### src/rtl/hazard_ctrl_pkg.sv
// Shared pipeline definitions: ID/EX field widths, register-zero constant
// and the hazard controller state encoding.
package hazard_ctrl_pkg;

   // Register specifier width carried in IF/ID and ID/EX
   localparam int unsigned REG_W = 5;

   // Writes to register 0 are discarded, so it can never carry a dependency
   localparam logic [REG_W-1:0] REG_ZERO = '0;

   typedef enum logic [0:0] {
      StRun   = 1'b0,
      StStall = 1'b1
   } hzState_t;

endpackage

### src/rtl/hazard_ctrl_sat_counter.sv
// Saturating up-counter with synchronous clear (clear wins over increment).
module sat_counter #(
   parameter int unsigned Width = 16
) (
   input  logic             clk,
   input  logic             rst_n,
   input  logic             inc,
   input  logic             clr,
   output logic [Width-1:0] count
);

   // Count events, stick at all-ones, clear takes priority
   always_ff @(posedge clk or negedge rst_n) begin
      if (!rst_n) begin
         count <= '0;
      end else if (clr) begin
         count <= '0;
      end else if (inc && (count != '1)) begin
         count <= count + 1'b1;
      end
   end

endmodule

### src/rtl/hazard_ctrl.sv
// Load-use stall and branch flush control for the 5-stage pipeline, with
// saturating counters of stall and flush cycles.
module hazard_ctrl
   import hazard_ctrl_pkg::*;
#(
   parameter int unsigned LOAD_STALL_CYCLES = 1,
   parameter int unsigned CNT_W             = 16
) (
   input  logic             clk,
   input  logic             rst_n,
   input  logic             IDEX_MemRead,
   input  logic [REG_W-1:0] IDEX_RtReg,
   input  logic [REG_W-1:0] IFID_RsReg,
   input  logic [REG_W-1:0] IFID_RtReg,
   input  logic             IFID_UsesRt,
   input  logic             EX_BranchTaken,
   input  logic             CntClear,
   output logic             PCWrite,
   output logic             IFIDWrite,
   output logic             IFIDFlush,
   output logic             IDEXFlush,
   output logic [CNT_W-1:0] StallCount,
   output logic [CNT_W-1:0] FlushCount
);

   // First RUN cycle of a hazard is itself a bubble, so STALL covers the rest
   localparam logic [1:0] STALL_INIT = 2'(LOAD_STALL_CYCLES - 1);

   hzState_t   stateQ, stateD;
   logic [1:0] stallLeftQ, stallLeftD;
   logic       hazard;

   assign hazard = IDEX_MemRead & (IDEX_RtReg != REG_ZERO) &
                   ((IDEX_RtReg == IFID_RsReg) |
                    (IFID_UsesRt & (IDEX_RtReg == IFID_RtReg)));

   // State and remaining-bubble register
   always_ff @(posedge clk or negedge rst_n) begin
      if (!rst_n) begin
         stateQ     <= StRun;
         stallLeftQ <= 2'd0;
      end else begin
         stateQ     <= stateD;
         stallLeftQ <= stallLeftD;
      end
   end

   // Mealy next-state and pipeline control; reset masks every input
   always_comb begin
      PCWrite    = 1'b1;
      IFIDWrite  = 1'b1;
      IFIDFlush  = 1'b0;
      IDEXFlush  = 1'b0;
      stateD     = stateQ;
      stallLeftD = stallLeftQ;
      if (!rst_n) begin
         stateD     = StRun;
         stallLeftD = 2'd0;
      end else if (EX_BranchTaken) begin
         // Wrong-path instructions in IF/ID and ID make any stall moot
         IFIDFlush  = 1'b1;
         IDEXFlush  = 1'b1;
         stateD     = StRun;
         stallLeftD = 2'd0;
      end else begin
         case (stateQ)
            StRun: begin
               if (hazard) begin
                  PCWrite   = 1'b0;
                  IFIDWrite = 1'b0;
                  IDEXFlush = 1'b1;
                  if (LOAD_STALL_CYCLES > 1) begin
                     stateD     = StStall;
                     stallLeftD = STALL_INIT;
                  end
               end
            end
            StStall: begin
               PCWrite    = 1'b0;
               IFIDWrite  = 1'b0;
               IDEXFlush  = 1'b1;
               stallLeftD = stallLeftQ - 2'd1;
               if (stallLeftQ <= 2'd1) begin
                  stateD     = StRun;
                  stallLeftD = 2'd0;
               end
            end
            default: begin
               stateD     = StRun;
               stallLeftD = 2'd0;
            end
         endcase
      end
   end

   sat_counter #(
      .Width (CNT_W)
   ) uStallCnt (
      .clk   (clk),
      .rst_n (rst_n),
      .inc   (~IFIDWrite),
      .clr   (CntClear),
      .count (StallCount)
   );

   sat_counter #(
      .Width (CNT_W)
   ) uFlushCnt (
      .clk   (clk),
      .rst_n (rst_n),
      .inc   (IFIDFlush),
      .clr   (CntClear),
      .count (FlushCount)
   );

endmodule

### config.mk
export PLATFORM = sky130hd
export DESIGN_NAME = hazard_ctrl
export DESIGN_NICKNAME = d
export VERILOG_FILES = /design/src/rtl/hazard_ctrl_pkg.sv /design/src/rtl/hazard_ctrl_sat_counter.sv /design/src/rtl/hazard_ctrl.sv
export SDC_FILE = /design/constraint.sdc
export NUM_CORES = 1
export LEC_CHECK = 0
export BUFFER_PORTS_ARGS = -buffer_cell sky130_fd_sc_hd__buf_2
export CAP_MARGIN = 20
export CORE_ASPECT_RATIO = 1.4
export CORE_UTILIZATION = 50
export DETAILED_ROUTE_END_ITERATION = 8
export PLACE_DENSITY = 0.76
export SLEW_MARGIN = 25
export SYNTH_ARGS = -nofsm -noshare
export SYNTH_HDL_FRONTEND = slang
export SYNTH_SLANG_ARGS = --single-unit
### constraint.sdc
create_clock -name clk -period 2.5 [get_ports clk]
set_clock_uncertainty 0.15 [all_clocks]
set_input_delay 0.5 -clock clk [delete_from_list [all_inputs] [get_ports clk]]
set_output_delay 0.5 -clock clk [all_outputs]
set_load 0.02 [all_outputs]
# After elaboration in Yosys (flattened, before gate mapping)
# Index checks and enable logic that the tools add are counted.
# totals
reg_bits	35
input_bits	21
word_cells	46
output_inout_bits	36
# classes
magnitude_cmp	1
add_sub_neg	3
reduce_logical	5
bitwise_logic	6
n_mux	22
eq_ne	5
# op_table
operator	n
$mux W16	4
$add A16 B1 Y16 const B	2
$ne A16 B16 Y1 const B	2
$mux W1	12
$eq A5 B5 Y1	2
$mux W2	4
$reduce_bool A5 Y1	1
$pmux W1 S2	2
$reduce_bool A2 Y1	2
$and A1 B1 Y1	3
$ne A3 B1 Y1 const B	1
$le A2 B1 Y1 const B	1
$logic_and A1 B1 Y1	2
$not A1 Y1	2
$sub A2 B1 Y2 const B	1
$or A1 B1 Y1	1

# Longest topological paths before layout
# Gate-level depths: netlist of the first run.
# logic_depth
word_depth	12
mapped_depth	8
ltp_nobuf	7

# Modules after synthesis
# A second synthesis of the first run with hierarchy kept.
# unflattened
hier_cells	232
area_unflattened_um2	2179.6
# by_module_without_submodules
module	cells_per_inst	seq_area_each_um2	area_per_inst_um2	instances
sat_counter	98	400.4	942.2	2
hazard_ctrl	36	75.1	295.3	1

# Worst setup path before layout of the first run
# OpenSTA, ideal clock, no wires.
# synth_path
kind	input to output
start	input IDEX_RtReg[1]
end	output PCWrite
cell_stages	5
t_required_ns	1.850
arrival_time_ns	1.723
n_path_buf	1
path_slack_ns	0.127
cell_sequence	or4_1 o21ai_1 o21bai_4 nand2_1 buf_4
# synth_via
elab_chain_cells	8
word_cells_on_any_way	11
# synth_rtl
element	line_no	text
from (decl)	hazard_ctrl.sv:12	input logic [REG_W-1:0] IDEX_RtReg,
$eq A5 B5 Y1	hazard_ctrl.sv:35	(IFID_UsesRt & (IDEX_RtReg == IFID_RtReg)));
$and A1 B1 Y1	hazard_ctrl.sv:35	
$or A1 B1 Y1	hazard_ctrl.sv:34	((IDEX_RtReg == IFID_RsReg) |
$and A1 B1 Y1 *	hazard_ctrl.sv:33	assign hazard = IDEX_MemRead & (IDEX_RtReg != REG_ZERO) &
$mux W1 *	--	
$pmux W1 S2 *	--	
$mux W1 * (2 in series)	--	
to (decl)	hazard_ctrl.sv:18	output logic PCWrite,
# Every way passes the cells marked *; elsewhere a longest branch is shown, timed or not.

# Worst setup path in the final report of the first run
# layout_path
start	input IDEX_RtReg[2]
end	output IDEXFlush
# layout_via
elab_chain_cells	8
word_cells_on_any_way	11
# layout_rtl
element	line_no	text
$eq A5 B5 Y1	hazard_ctrl.sv:35	
$and A1 B1 Y1	hazard_ctrl.sv:35	
$or A1 B1 Y1	hazard_ctrl.sv:34	
$and A1 B1 Y1 *	hazard_ctrl.sv:33	
$mux W1 *	hazard_ctrl.sv:68	if (hazard) begin
$pmux W1 S2 *	hazard_ctrl.sv:66	case (stateQ)
$mux W1 *	hazard_ctrl.sv:59	end else if (EX_BranchTaken) begin
$mux W1 *	hazard_ctrl.sv:56	if (!rst_n) begin
to (decl)	hazard_ctrl.sv:21	output logic IDEXFlush,
# Marked as above.

==> results of run 1 <==
[per-layer routing]
layer | wire [µm] | track usage [%] | vias up
met5 | 0 | 0 | -
met4 | 69 | 8.000 | 0
met3 | 220 | 5.734 | 9
met2 | 2300 | 40.48 | 45
met1 | 1785 | 26.02 | 844
li1 | - | - | 869
[layout by cell type (no fill, tap or decap), types with 7 or more instances in the layout]
master	count
or3_1	7
buf_2	54
xor2_1	20
nand3_1	9
a21oi_1	9
nor3_1	7
inv_1	8
dfrtp_1	35
nand2_1	20
o21ai_0	10
nor2_1	25
nand4_1	8
[final timing paths]
path                                                    to                             from  cells after the start
max in group asynchronous  uFlushCnt.count[10]$_DFFE_PN0P_                            rst_n                      2
min in group clk                 stallLeftQ[1]$_DFFE_PN0P_                 stateQ$_DFF_PN0_                      1
min reg2reg                      stallLeftQ[1]$_DFFE_PN0P_                 stateQ$_DFF_PN0_                      1
max reg2reg                 uFlushCnt.count[8]$_DFFE_PN0P_  uFlushCnt.count[12]$_DFFE_PN0P_                      7
min                        uStallCnt.count[14]$_DFFE_PN0P_                            rst_n                      2
max                                              IDEXFlush                    IDEX_RtReg[2]                      6
[sequential cells by signal, indices dropped and copies added (netlist names)]
signal           cells
uFlushCnt.count     16
uStallCnt.count     16
stallLeftQ           2
stateQ               1
[power breakdown]
group	switching (mW)	total [mW]	leakage (nW)	internal [mW]
registers	0.00326	0.572	0.488	0.568
logic	0.0579	0.0952	0.644	0.0373
clock network	0.196	0.412	0.0470	0.216
[final cells by class]
type	instances	area [µm²]	share of cell area (%)
clock buffers	6	82.58	3.371
flip-flops and latches	35	875.8	35.75
well taps	42	52.55	2.145
inverters	8	30.03	1.226
multi-input cells	164	1071	43.72
clock inverters	1	5.005	0.2043
repair buffers	61	332.8	13.59
[logic make-up (layout without fill, tap and decap cells)]
logic type / after synthesis / in the layout
compound gates: 28 / 28
xor+xnor: 26 / 26
fa+ha+maj: 2 / 2
buf+inv: 15 / 76
flops: 35 / 35
mux: 5 / 5
simple gates: 103 / 103
[worst max-delay path, delay by kind of cell]
kind	cells	cell delay [ns]
AND/OR/NAND/NOR	1	0.53
AO/OA/AOI/OAI	3	0.50
buffers and inverters	2	0.25
[metrics by stage]
step / cells / setup TNS [ns] / utilization [%]
5_1_grt: 317 / 0 / 65.48
4_1_cts: 317 / 0 / 64.85
2_1_floorplan: 214 / 0 / -
3_5_place_dp: 309 / -0.1994 / 62.14
6_report: 317 / 0 / 65.48
3_3_place_gp: 309 / -0.02793 / 62.14
[what timing repair did]
| item | CTS | global route |
|---|---|---|
| hold buffers | 1 | 0 |
| pin swaps | 0 | 4 |
| endpoints found under the hold margin | 1 | 0 |
| gates resized for setup | 1 | 6 |
| endpoints found under the setup margin | 1 | 1 |
[synthesized netlist by cell type, types with 2 or more instances]
cell and n:
inv_1 8, o21ai_0 10, o31ai_1 2, a21oi_1 9
nand2_1 20, mux2i_1 3, nor2b_1 4, buf_2 2
nand3_2 2, dfrtp_1 35, ha_1 2, nor4_1 2
mux2_1 2, xor2_1 20, or4_1 6, nor3_1 7
and4_1 3, and3_1 4, clkbuf_1 3, nor2_1 25
or3_1 7, xnor2_1 6, nand3_1 9, nand4_1 8
==> metrics, run 1 <==
result of the run=finished, final reports clean; post-synthesis async set-or-reset flop share=100.0%; fraction of the mapped netlist area in compound gates=9.438%; share of Yosys cell area claimed by the top area cell type=43.75%; main combinational cell family by area after synthesis=simple AND/OR/NAND/NOR gates; cell count after synthesis=214; Final Cell Area=0.002450 mm²; global-route usage over all layers=22.73%; drt initial violations=49; initial cell density of the core=53.51%; total half-perimeter wirelength after legalization and detailed placement=3144 µm; Synthesis Warnings=0; share of synthesized cell area in and, or, nand and nor gates=28.06%; total vias in the final route=1767; worst max-slew margin expressed relative to the limit=57.44%; total congestion overflow=0; maximum count of clock buffers along a single path=2; ys flop type=dfrtp_1; initial antenna violation count=0; diode count=0; P_leak=1.179 nW; fmax=410.3 MHz; unrepaired setup endpoints after global routing=no; cell area reported after detailed placement=0.002325 mm²; Pre-Repair DR Iteration Count=4; Fin. Hold Viols=0; standard cell core area=0.003741 mm²; Clk pin slew, worst setup/hold paths=0.07 ns; wire length of the first global-routing pass=7769 µm; fill cell instance count of the final layout=334; Final Worst Setup Slack=0.06260 ns; Inserted Clock Buffers=5; # port buffers=56; path class of the lowest-slack min-delay path=input pin to asynchronous set/reset pin; Largest stage delay, worst path=0.53 ns; die footprint=0.004264 mm²; Final Cycle Share=97.50%; post-detailed-route DRC marker count=0; signed area change from the synthesized netlist to the final layout=22.38%; number of different library cells in the post-synthesis netlist=39; total count of max-transition violations in the final report=0; number of primary I/O pins=57; top cell type by total area after synthesis=dfrtp_1; horizontal extent of the die=55.48 µm; Post-Synthesis Mean Instance Area=9.355 µm²; Routability Congestion=0.7581; vias in the first global route=1777; xor/xnor share of the synthesized area=11.37%; Row Count=26; worst-path cell with the longest stage delay=or4_4; number of flip-flops and latches in the synthesized netlist=35; CP Data Arrival Time=1.79 ns; crit path time final=2.437 ns; clock tree from TritonCTS=built; setup slack, reg-to-reg=0.24 ns; ratio of cells with drive above 1 in the final layout=27.64%; maximum number of pins on one net before global-route repair=38; worst setup path class=input pin to primary output; number of flops mapped to enable cells by yosys=0; transition at the pin with the smallest max-transition slack=0.6384 ns; critical path peak fanout=6; insertion delay to the later sink of the worst-skew pair=0.28 ns; VDD IR max=0.4723 mV; Critical Path End Type=primary output; required time of the critical path=1.85 ns; post-CTS setup-driven buffer insertion count=0; Final Routed Wirelength=4376 µm; ANT nets after route=0; max_cap viols=0; Synth Net Count=237; areal power density over the cells=440.2 mW/mm²; final setup violation count=0; die span in y=76.87 µm; Post-Place Worst Slack=-0.08104 ns; total number of clock tree sinks=35; number of H-tree branching levels=2; number of nets in the final layout=298; Avg WL per Cell=13.80 µm; via density per instance=5.574; biggest area contributors in the synthesized netlist=dfrtp_1 (44%), xor2_1 (8.8%), nor2_1 (4.7%), nand2_1 (3.8%), xnor2_1 (2.6%); Worst Setup Start Kind=input pin; worst-case hold slack=0.1458 ns; netlist area before placement=0.002002 mm²; sequential fraction of the synthesis area=43.75%; power consumption=1.078 mW; multiplexer share of the synthesized area=2.625%; critical-path cell list=buf_2 > or4_4 > o21ai_4 > o21bai_4 > o21a_1 > buf_6; post-synthesis share of cell area spent on full adders, half adders and majority gates=1.250%; root cell of the clock tree=clkbuf_8
Power figures use the tool's default switching activity.
==> run 2, diff against run 1 <==
Settings changed: GPL_TIMING_DRIVEN set to 0, PLACE_DENSITY 0.76 to 0.88, SKIP_CTS_REPAIR_TIMING set to 1.
==> metrics, run 2 (synthesis gave the netlist of run 1 again) <==
result of the run=finished, final reports clean (unchanged); die footprint=0.004264 mm² (unchanged); power share of the sequential group=51.0% (was 53.0%); final setup violation count=0 (unchanged); worst setup path class=input pin to primary output (unchanged); ANT nets after route=0 (unchanged); Fin. Hold Viols=0 (unchanged); total congestion overflow=0 (unchanged); drt initial violations=62 (was 49); CP Data Arrival Time=1.75 ns (was 1.79 ns); number of nets in the final layout=300 (was 298); worst max-slew margin expressed relative to the limit=66.16% (was 57.44%); total count of max-transition violations in the final report=0 (unchanged); # port buffers=55 (was 56); fmax=416.2 MHz (was 410.3 MHz); post-detailed-route DRC marker count=0 (unchanged); global-route usage over all layers=22.98% (was 22.73%); critical-path cell list=buf_2 > or4_1 > o21ai_1 > o21bai_4 > o21a_1 > buf_2 (was buf_2 > or4_4 > o21ai_4 > o21bai_4 > o21a_1 > buf_6); signed area change from the synthesized netlist to the final layout=22.69% (was 22.38%); critical path peak fanout=3 (was 6); Final Worst Setup Slack=0.09736 ns (was 0.06260 ns); Post-Place Worst Slack=-0.4240 ns (was -0.08104 ns); die span in y=76.87 µm (unchanged); ratio of cells with drive above 1 in the final layout=26.98% (was 27.64%); Most Frequent Cell on Critical Path=buf_2; Critical Path End Type=primary output (unchanged); Clk pin slew, worst setup/hold paths=0.07 ns (about the same); clock tree from TritonCTS=built (unchanged); standard cell core area=0.003741 mm² (unchanged); Pre-Repair DR Iteration Count=4 (unchanged); clock share of power=40.8% (was 38.2%); maximum count of clock buffers along a single path=2 (unchanged); initial cell density of the core=53.51% (unchanged); power consumption=1.119 mW (was 1.078 mW); via density per instance=5.641 (was 5.574); P_leak=1.186 nW (was 1.179 nW); Final Cycle Share=96.11% (was 97.50%); Post-Place Cells=311 (was 309); transition at the pin with the smallest max-transition slack=0.5076 ns (was 0.6384 ns); Avg WL per Cell=13.87 µm (was 13.80 µm); Final Routed Wirelength=4438 µm (was 4376 µm); total half-perimeter wirelength after legalization and detailed placement=3221 µm (was 3144 µm); total vias in the final route=1805 (was 1767); worst-path cell with the longest stage delay=or4_1 (was or4_4); commonest non-fill, non-tap cells in the layout=buf_2 (54), dfrtp_1 (35), nor2_1 (25), xor2_1 (20), nand2_1 (20) (unchanged); crit path time final=2.403 ns (was 2.437 ns); required time of the critical path=1.85 ns (about the same); VDD IR max=0.4601 mV (was 0.4723 mV); total number of clock tree sinks=35 (unchanged); path class of the lowest-slack min-delay path=input pin to asynchronous set/reset pin (unchanged); horizontal extent of the die=55.48 µm (unchanged); diode count=0 (unchanged); Worst Setup Start Kind=input pin (unchanged); Largest stage delay, worst path=0.51 ns (was 0.53 ns); root cell of the clock tree=clkbuf_8 (unchanged); max_cap viols=0 (unchanged); switching share of power=23.69% (was 23.81%); Row Count=26 (unchanged); largest registers=uFlushCnt.count: 16 flops, uStallCnt.count: 16 flops, stallLeftQ: 2 flops (unchanged); areal power density over the cells=455.6 mW/mm² (was 440.2 mW/mm²); number of primary I/O pins=57 (unchanged); insertion delay to the later sink of the worst-skew pair=0.29 ns (was 0.28 ns); aggregate negative setup slack=0 ns (unchanged); wire length of the first global-routing pass=7928 µm (was 7769 µm); internal power consumption=854.0 µW (was 821.6 µW); Comb pwr share=8.1% (was 8.8%); initial antenna violation count=0 (unchanged); vias in the first global route=1784 (was 1777); Routability Congestion=0.8253 (was 0.7581); number of H-tree branching levels=2 (unchanged); commonest non-fill, non-tap cell in the layout=buf_2 (unchanged); Inserted Clock Buffers=5 (unchanged); Final Instance Count excl. Fillers=320 (was 317); switching power total=265.1 µW (was 256.7 µW); maximum number of pins on one net before global-route repair=39 (was 38)
## run 2: worst max-delay path, delay by kind of cell
family / cells / cell delay (ns)
buffers and inverters: 2 / 0.27
AO/OA/AOI/OAI: 3 / 0.48
AND/OR/NAND/NOR: 1 / 0.51
## run 2: cell type report
type | instances | area, µm²
fill | 312 | 1285
multi-input combinational | 164 | 1064
sequential | 35 | 875.8
timing repair buffer | 56 | 294.0
clock buffer | 8 | 100.1
tap | 42 | 52.55
buffer | 7 | 40.04
inverter | 8 | 30.03
## run 2: final timing paths
path	startpoint	endpoint	slack (ns)	cells past startpoint
max reg2reg	uStallCnt.count[3]$_DFFE_PN0P_	uStallCnt.count[13]$_DFFE_PN0P_	0.21	8
max in group asynchronous	rst_n	uFlushCnt.count[5]$_DFFE_PN0P_	1.87	1
min	rst_n	stateQ$_DFF_PN0_	0.009	1
max	IDEX_RtReg[1]	IDEXFlush	0.1	6
min in group clk	stallLeftQ[1]$_DFFE_PN0P_	stallLeftQ[1]$_DFFE_PN0P_	0.39	2
min reg2reg	stallLeftQ[1]$_DFFE_PN0P_	stallLeftQ[1]$_DFFE_PN0P_	0.39	2
## run 2: routing by layer
layer	global-route usage, %	wire (µm)	up-vias
met1	27.54	1880	861
li1	-	-	883
met4	6.750	67	0
met2	40.84	2297	52
met5	0	0	-
met3	4.890	193	9
## run 2: power by group through the flow
stage	Clock, mW	Combinational (mW)	Sequential, mW
floorplan	0	0.0423	0.585
global placement	0	0.0860	0.582
detailed placement	0	0.0888	0.582
CTS	0.466	0.0889	0.571
global route	0.484	0.103	0.571
finish	0.457	0.0910	0.571
## run 2: through the flow
step                util [%]  cell area [µm²]  hold WS, ns
finish                 65.65             2456     0.008519
global route           65.65             2456      0.04851
CTS                    64.95             2430       0.1672
detailed placement     62.27             2330       0.3721
global placement       62.27             2330       0.3467
floorplan                  -             2002      0.05441
